==> src/rtl/mem_pkg.sv <==
// Purpose: shared encodings for the load/store unit: access sizes, FSM states,
//          lane-mask constants and a lane-mask helper.
// Contents: SIZE_* access size codes, lsu_state_e, LANE_* masks, lane_mask().
package mem_pkg;

  localparam int unsigned XLEN = 32;

  // accessSize encodings; SIZE_RSVD behaves as a word access
  localparam logic [1:0] SIZE_WORD = 2'd0;
  localparam logic [1:0] SIZE_HALF = 2'd1;
  localparam logic [1:0] SIZE_BYTE = 2'd2;
  localparam logic [1:0] SIZE_RSVD = 2'd3;

  typedef enum logic {
    ST_IDLE  = 1'b0,
    ST_MERGE = 1'b1
  } lsu_state_e;

  // Little-endian lane masks within a 32-bit word
  localparam logic [XLEN-1:0] LANE_BYTE0 = 32'h0000_00FF;
  localparam logic [XLEN-1:0] LANE_BYTE1 = 32'h0000_FF00;
  localparam logic [XLEN-1:0] LANE_BYTE2 = 32'h00FF_0000;
  localparam logic [XLEN-1:0] LANE_BYTE3 = 32'hFF00_0000;
  localparam logic [XLEN-1:0] LANE_HALF0 = 32'h0000_FFFF;
  localparam logic [XLEN-1:0] LANE_HALF1 = 32'hFFFF_0000;
  localparam logic [XLEN-1:0] LANE_WORD  = 32'hFFFF_FFFF;

  // Mask of the bits written by a store of the given size at the given offset
  function automatic logic [XLEN-1:0] lane_mask(input logic [1:0] size,
                                                input logic [1:0] addr_lo);
    logic [XLEN-1:0] m;
    m = LANE_WORD;
    case (size)
      SIZE_BYTE: begin
        case (addr_lo)
          2'd0:    m = LANE_BYTE0;
          2'd1:    m = LANE_BYTE1;
          2'd2:    m = LANE_BYTE2;
          default: m = LANE_BYTE3;
        endcase
      end
      SIZE_HALF: m = addr_lo[1] ? LANE_HALF1 : LANE_HALF0;
      default:   m = LANE_WORD;
    endcase
    return m;
  endfunction

endpackage

==> src/rtl/load_align.sv <==
// Purpose: extract the addressed lane from a memory word and sign/zero extend it.
// Ports: word_i (memory word), addr_lo_i (byte offset), size_i (access size),
//        unsigned_i (1 = zero extend), data_o (aligned, extended result).
module load_align
  import mem_pkg::*;
(
  input  logic [XLEN-1:0] word_i,
  input  logic [1:0]      addr_lo_i,
  input  logic [1:0]      size_i,
  input  logic            unsigned_i,
  output logic [XLEN-1:0] data_o
);

  logic [7:0]  byte_v;
  logic [15:0] half_v;

  assign byte_v = word_i[{addr_lo_i, 3'b000} +: 8];
  assign half_v = addr_lo_i[1] ? word_i[31:16] : word_i[15:0];

  always_comb begin
    data_o = word_i;
    case (size_i)
      SIZE_BYTE: data_o = unsigned_i ? {24'h0, byte_v} : {{24{byte_v[7]}}, byte_v};
      SIZE_HALF: data_o = unsigned_i ? {16'h0, half_v} : {{16{half_v[15]}}, half_v};
      default:   data_o = word_i;
    endcase
  end

endmodule

==> src/rtl/load_store_unit.sv <==
// Purpose: CPU-side load/store unit in front of a word-only data memory.
//          Word stores and all loads complete in zero latency; byte/half stores
//          do a one-stall read-modify-write through mergeBuf.
// Ports: clk, reset (async active-high); CPU side memRead, memWrite, accessSize,
//        loadUnsigned, address, storeData, loadData, stall, addrError, rmwCount;
//        memory side dmemRead, dmemWrite, dmemAddress, dmemWriteData, dmemReadData.
module load_store_unit
  import mem_pkg::*;
#(
  parameter int unsigned RMW_CNT_W = 16
) (
  input  logic                 clk,
  input  logic                 reset,
  input  logic                 memRead,
  input  logic                 memWrite,
  input  logic [1:0]           accessSize,
  input  logic                 loadUnsigned,
  input  logic [31:0]          address,
  input  logic [31:0]          storeData,
  output logic [31:0]          loadData,
  output logic                 stall,
  output logic                 addrError,
  output logic [RMW_CNT_W-1:0] rmwCount,
  output logic                 dmemRead,
  output logic                 dmemWrite,
  output logic [31:0]          dmemAddress,
  output logic [31:0]          dmemWriteData,
  input  logic [31:0]          dmemReadData
);

  lsu_state_e           state_q, state_d;
  logic [XLEN-1:0]      merge_buf_q, merge_buf_d;
  logic                 addr_err_q, addr_err_d;
  logic [RMW_CNT_W-1:0] rmw_cnt_q, rmw_cnt_d;

  logic            is_half, is_byte, sub_word, any_acc, is_store, misaligned, valid_acc;
  logic            rmw_start, load_valid, rd_raw, wr_raw, stall_raw;
  logic [XLEN-1:0] aligned, merged, store_rep, wdata;

  // Access decode; both strobes high counts as a store
  assign is_half    = (accessSize == SIZE_HALF);
  assign is_byte    = (accessSize == SIZE_BYTE);
  assign sub_word   = is_half | is_byte;
  assign any_acc    = memRead | memWrite;
  assign is_store   = memWrite;
  assign misaligned = sub_word ? (is_half & address[0]) : (address[1:0] != 2'b00);
  assign valid_acc  = any_acc & ~misaligned;
  assign rmw_start  = (state_q == ST_IDLE) & valid_acc & is_store & sub_word;

  // Replace only the addressed lane of the buffered word
  assign store_rep = is_byte ? {4{storeData[7:0]}} : {2{storeData[15:0]}};
  assign merged    = (merge_buf_q & ~lane_mask(accessSize, address[1:0]))
                   | (store_rep & lane_mask(accessSize, address[1:0]));

  load_align u_load_align (
    .word_i     (dmemReadData),
    .addr_lo_i  (address[1:0]),
    .size_i     (accessSize),
    .unsigned_i (loadUnsigned),
    .data_o     (aligned)
  );

  // State register
  always_ff @(posedge clk or posedge reset) begin
    if (reset) state_q <= ST_IDLE;
    else       state_q <= state_d;
  end

  // Next-state logic
  always_comb begin
    state_d = state_q;
    case (state_q)
      ST_IDLE:  if (rmw_start) state_d = ST_MERGE;
      ST_MERGE: state_d = ST_IDLE;
      default:  state_d = ST_IDLE;
    endcase
  end

  // Output decode
  always_comb begin
    rd_raw     = 1'b0;
    wr_raw     = 1'b0;
    stall_raw  = 1'b0;
    load_valid = 1'b0;
    wdata      = storeData;
    case (state_q)
      ST_IDLE: begin
        if (valid_acc) begin
          if (is_store && sub_word) begin
            rd_raw    = 1'b1;
            stall_raw = 1'b1;
          end else if (is_store) begin
            wr_raw = 1'b1;
          end else begin
            rd_raw     = 1'b1;
            load_valid = 1'b1;
          end
        end
      end
      ST_MERGE: begin
        wr_raw = 1'b1;
        wdata  = merged;
      end
      default: ;
    endcase
  end

  // Datapath register updates
  always_comb begin
    merge_buf_d = rmw_start ? dmemReadData : merge_buf_q;
    addr_err_d  = addr_err_q | ((state_q == ST_IDLE) & any_acc & misaligned);
    rmw_cnt_d   = rmw_cnt_q;
    if ((state_q == ST_MERGE) && (rmw_cnt_q != '1)) rmw_cnt_d = rmw_cnt_q + RMW_CNT_W'(1);
  end

  always_ff @(posedge clk or posedge reset) begin
    if (reset) begin
      merge_buf_q <= '0;
      addr_err_q  <= 1'b0;
      rmw_cnt_q   <= '0;
    end else begin
      merge_buf_q <= merge_buf_d;
      addr_err_q  <= addr_err_d;
      rmw_cnt_q   <= rmw_cnt_d;
    end
  end

  // Memory strobes and stall are killed while reset is high
  assign dmemRead      = rd_raw & ~reset;
  assign dmemWrite     = wr_raw & ~reset;
  assign stall         = stall_raw & ~reset;
  assign dmemAddress   = {address[31:2], 2'b00};
  assign dmemWriteData = wdata;
  assign loadData      = (load_valid & ~reset) ? aligned : 32'h0;
  assign addrError     = addr_err_q;
  assign rmwCount      = rmw_cnt_q;

endmodule

==> config.mk <==
export PLATFORM = sky130hd
export DESIGN_NAME = load_store_unit
export DESIGN_NICKNAME = d
export VERILOG_FILES = /design/src/rtl/mem_pkg.sv /design/src/rtl/load_align.sv /design/src/rtl/load_store_unit.sv
export SDC_FILE = /design/constraint.sdc
export NUM_CORES = 1
export LEC_CHECK = 0
export ABC_AREA = 1
export CORE_AREA = 4 4 108 110
export DETAILED_ROUTE_END_ITERATION = 8
export DIE_AREA = 0 0 112 114
export GPL_TIMING_DRIVEN = 0
export PLACE_DENSITY = 0.81
export REMOVE_ABC_BUFFERS = 1
export SLEW_MARGIN = 20
export SYNTH_ARGS = -nofsm -noshare
export SYNTH_HDL_FRONTEND = slang
export SYNTH_HIERARCHICAL = 1
export SYNTH_SLANG_ARGS = --single-unit
export TNS_END_PERCENT = 5
==> constraint.sdc <==
create_clock -name clk -period 3.7 [get_ports clk]
set_input_delay 0.925 -clock clk [delete_from_list [all_inputs] [get_ports clk]]
set_output_delay 0.925 -clock clk [all_outputs]
set_load 0.02 [all_outputs]
# == Yosys cells after proc, flatten, opt, wreduce, memory -nomap -nowiden ==
# Index checks and enable logic that the tools add are counted.
# totals
ff_bits,50
input_bits,103
output_inout_bits,116
word_cells,63
# op_classes
add_sub_neg,1
n_eq_ne,5
n_shift,1
mux,27
n_bitwise,21
reduce_logical,4
# op_table
op,n
32-bit two-way mux,6
32-bit case mux with 2 select lines,2
32-bit case mux with 3 select lines,1
32-bit bitwise AND,2
32-bit NOT,1
32-bit bitwise OR,1
32-bit by 6-bit indexed part select with 8-bit output,1
16-bit by 1-bit adder with 16-bit output (second input constant),1
16-bit two-way mux,1
16-bit != test (second input constant),1
1-bit two-way mux,15
1-bit bitwise AND,11
2-bit by 1-bit equality test with 1-bit output (second input constant),2
2-bit equality test (second input constant),2
1-bit case mux with 2 select lines,2
1-bit NOT,3
1-bit bitwise OR,3
1-bit logical AND,2
2-bit logical NOT,1
2-bit nonzero test,1

# == Longest topological paths before layout ==
# logic_depth
word_depth,10
ltp_mapped,11
mapped_depth_nobuf,10

# == Cells and area by module ==
# The synthesis kept the hierarchy.
# by_module_without_submodules
module,n_inst,cells_per_inst,area_per_inst_um2,seq_area_each_um2
load_store_unit,1,555,3636.0,1251.2
load_align,1,164,711.9,0.0

# == Worst setup path after synthesis ==
# Ideal clock, no wire load.
# synth_timing
path_type,input-to-output
from,input reset
to,output loadData[10]
arrival_ps,2800
required_time_ps,2775
setup_slack_ps,-25
stages,4
path_buffers,1
path_cell_list,inv_1 > nand4_2 > buf_2 > nor2_1
# synth_via
elab_chain_len,3
# synth_lines
item,line_no,text
"start, declared",load_store_unit.sv:13,"input logic reset,"
1-bit NOT,load_store_unit.sv:134,assign loadData = (load_valid & ~reset) ? aligned : 32'h0;
1-bit bitwise AND,load_store_unit.sv:134,
32-bit two-way mux,load_store_unit.sv:134,
"end, declared",load_store_unit.sv:20,"output logic [31:0] loadData,"
# No other way between the ends.

# == Final worst setup path ==
# layout_timing
from,input accessSize[0]
to,output loadData[8]
# layout_via
elab_chain_len,9
word_cells_on_any_way,14
cone_classes,eq/ne (2); mux (6); bitwise (5); reduce/logical (1)
# layout_lines
item,line_no,text
"start, declared",load_store_unit.sv:16,"input logic [1:0] accessSize,"
2-bit by 1-bit equality test with 1-bit output / 2-bit equality test (equally long branches),"load_align.sv:22, load_store_unit.sv:41, load_store_unit.sv:42",
1-bit bitwise AND / 1-bit bitwise OR (equally long branches),"load_store_unit.sv:46, load_store_unit.sv:43",
1-bit two-way mux,load_store_unit.sv:46,assign misaligned = sub_word ? (is_half & address[0]) : (address[1:0] != 2'b00);
1-bit NOT,load_store_unit.sv:47,assign valid_acc = any_acc & ~misaligned;
1-bit bitwise AND,load_store_unit.sv:47,
1-bit two-way mux,load_store_unit.sv:88,if (valid_acc) begin
1-bit two-way mux,load_store_unit.sv:86,case (state_q)
1-bit bitwise AND,load_store_unit.sv:134,
32-bit two-way mux *,load_store_unit.sv:134,
# Every way passes the cells marked *; elsewhere a longest branch is shown, timed or not.

==> results.md <==
- Area Growth Syn to Fin: 38.1%
- Uppermost routed layer: met5
- Number of diodes: 0
- Crit Path Max Fanout: 8
- Final Cell Area: 6000 sq um
- # IOs: 219
- Vias in the first global route: 4692
- Status: finished clean
- Antenna-violating nets left: 0
- Core Area: 10700 sq um
- Global route total overflow: 0
- Worst setup EP type: output pin
- Syn Inst Count: 719
- DR iter-0 viols: 437
- Comb pwr share: 41.8%
- Fin. max-slew vios: 0
- Library cells used by synthesis: 35
- Placed cell area: 5670 sq um
- Met2 wire length: 7.29 mm
- Skew final: 0.00300 ns
- Num CTS Buffers: 5
- Leading area contributor after synthesis: dfrtp_1
- Int Power: 1.21 mW
- Drt first pass iters: 5
- Synthesized flop and latch total: 50
- Met1 wire length: 6.35 mm
- Nets: 941
- Critical path data arrival time: 2.73 ns
- Die width: 112 um
- Placer congestion estimate: 0.858
- Max Freq: 273 MHz
- Final TNS setup: 0 ns
- Avg Synthesized Cell Area: 6.05 sq um
- Relative max-transition margin: 52.8%
- Worst vdd ir: 0.225 mV
- Least-Margin Pin Slew: 0.703 ns
- Post-synth EDFFs: 0
- Routed WL: 15.6 mm
- Via-per-instance ratio: 5.11
- Number of max-cap violations: 0
- Min-Delay Path Depth: 2
- Reg2reg path depth: 3
- H-tree depth: 2
- Die footprint: 12800 sq um
- Initial antenna violation count: 0
- Min cycle time layout: 3.66 ns
- Hold crit path type: flip-flop to flip-flop
- Pin count of the biggest net entering global routing: 55
- Proportion of layout cells with a drive suffix above 1: 14.1%
- CTS tree: built
- Top FF cell, synth: dfrtp_1
- Clk_lat worst skew: 0.30 ns
- Clk root buf: clkbuf_8
- Die Y: 114 um
- Sequential cell fraction of total power: 38.5%
- Sequential area share after synthesis: 28.8%
- Synth top area cells: dfrtp_1 29%, nand2_1 23%, o21ai_0 8.4%
- Psw: 0.763 mW
- Asr flop ratio synth: 100%
- Met3 Wirelength: 1.60 mm
- Final Hold Vio Count: 0
- Post-synthesis mux area share: 0%
- Clk slew on worst S/H paths: 0.09 ns
- Area share of and/or/nand/nor cells after synthesis: 35.5%
- Initial core utilization: 40.6%
- YS warnings: 6
- Main combinational cell family by area after synthesis: simple AND/OR/NAND/NOR gates
- DR vias: 4974
- RSZ-0062 raised after global routing: true
- DRC: 0
- Clock sinks: 50
- Input/output buffers: 156
- Pwr dens: 328 nW/um^2
- Compound-gate portion of the synthesized area: 16.0%
- Dpl hpwl: 11.4 mm
- Critical path class: input port to output pin
- Critical path startpoint category: input port
- Switching portion of total power: 38.7%
- Critical Path RT: 2.77 ns
- XOR/XNOR share of the synthesized area: 1.21%
- GRT Total Usage: 23.9%
- Mapped Area: 4350 sq um
- Synth Area in Adders: 1.44%
- Post-synth top area share: 28.8%
- # hold bufs at CTS: 0
- Fill count: 1001
- Setup violators final: 0
- Rows: 38
- Leak Pwr: 2.86 nW
- Post-route clock period utilization: 98.9%
- Clock Path Buffers: 2
- Drt wl/cell: 16.1 um
- First-pass GRT wire length: 24.3 mm
- Clock Power Share: 19.8%
## what timing repair did
item | in CTS | in global routing
setup buffers | 6 | 1
pin swaps | 3 | 2
cloned | 2 | 0
resized for setup | 188 | 42
setup endpoints to repair | 67 | 65
## metal layers
layer  global-route usage, %  vias up
li1                        -     2429
met1                    29.7     2271
met2                    39.3      244
met3                    8.38       28
met4                    6.17        2
met5                    4.31        -
## synthesized netlist by cell type (4+ instances only)
master	n
clkbuf_1	9
a21oi_1	28
ha_1	5
o21ai_0	73
buf_6	6
nand4_1	6
o21ai_2	12
inv_1	81
nor2_1	95
buf_4	36
xnor2_1	4
nand2_2	4
nand2_1	264
o22ai_1	7
dfrtp_1	50
nand3_1	10
buf_2	7
## stage by stage
stage | hold WS [ns] | power (mW) | worst slack (ns) | util (%) | cells
floorplan | 0.449 | 1.21 | -0.492 | - | 661
global placement | 0.465 | 1.55 | -2.21 | 53.0 | 957
detailed placement | 0.467 | 1.56 | -1.11 | 53.0 | 957
CTS | 0.493 | 1.97 | 0.0126 | 56.2 | 973
global route | 0.511 | 2.11 | -0.0848 | 56.1 | 974
finish | 0.490 | 1.97 | 0.0419 | 56.1 | 974
## path summary, 6_finish.rpt
kind                                             start                     endpoint  slack [ns]
min reg2reg                merge_buf_q[12]$_DFFE_PP0P_  merge_buf_q[12]$_DFFE_PP0P_        0.49
max reg2reg                          state_q$_DFF_PP0_     rmwCount[10]$_DFFE_PP0P_        1.61
max                                      accessSize[0]                  loadData[8]        0.04
min in group asynchronous                        reset  merge_buf_q[30]$_DFFE_PP0P_        1.13
max in group asynchronous                        reset            state_q$_DFF_PP0_        2.18
min                        merge_buf_q[12]$_DFFE_PP0P_  merge_buf_q[12]$_DFFE_PP0P_        0.49
## cells by family after synthesis
group	count (synthesis)
AND/OR/NAND/NOR	389
buffers and inverters	143
AO/OA/AOI/OAI	125
flip-flops	50
XOR/XNOR	6
adder cells (fa/ha/maj)	5
other	1
## layout make-up
cell class | instances | area [sq um] | area share (%)
Sequential cell | 50 | 1250 | 20.9
Tap cell | 140 | 175 | 2.92
Clock buffer | 6 | 72.6 | 1.21
Inverter | 84 | 328 | 5.46
Timing Repair Buffer | 163 | 1630 | 27.2
Clock inverter | 2 | 37.5 | 0.625
Multi-Input combinational cell | 529 | 2500 | 41.7
## power by group through the flow
stage	sequential (mW)	clock (mW)	combinational, mW
final	0.758	0.389	0.823
after global routing	0.777	0.419	0.910
after CTS	0.756	0.401	0.817
after detailed placement	0.765	0	0.797
after global placement	0.760	0	0.789
after floorplan	0.766	0	0.445
## sequential cells by signal, summed over array words and instances (netlist names)
name,flops
addrError,1
rmwCount,16
merge_buf_q,32
state_q,1
## worst max-delay path: stages
cell	delay, ns
dlygate4sd2_1	0.28
inv_1	0.10
ha_4	0.26
a21oi_2	0.17
or2_4	0.20
buf_4	0.17
nand4_4	0.17
nor2_2	0.17
clkdlybuf4s15_2	0.28
## cells in the final DEF (no fill, tap or decap), types with 7 or more instances in the layout
cell / n
o21ai_2: 12
clkbuf_2: 12
inv_1: 77
o21ai_0: 73
o22ai_1: 7
dfrtp_1: 49
clkdlybuf4s50_1: 86
nand3_1: 10
a21oi_1: 26
nor2_1: 90
dlygate4sd2_1: 9
nand2_1: 259
clkdlybuf4s15_2: 41
No activity file was read; power rests on OpenSTA's default activity.
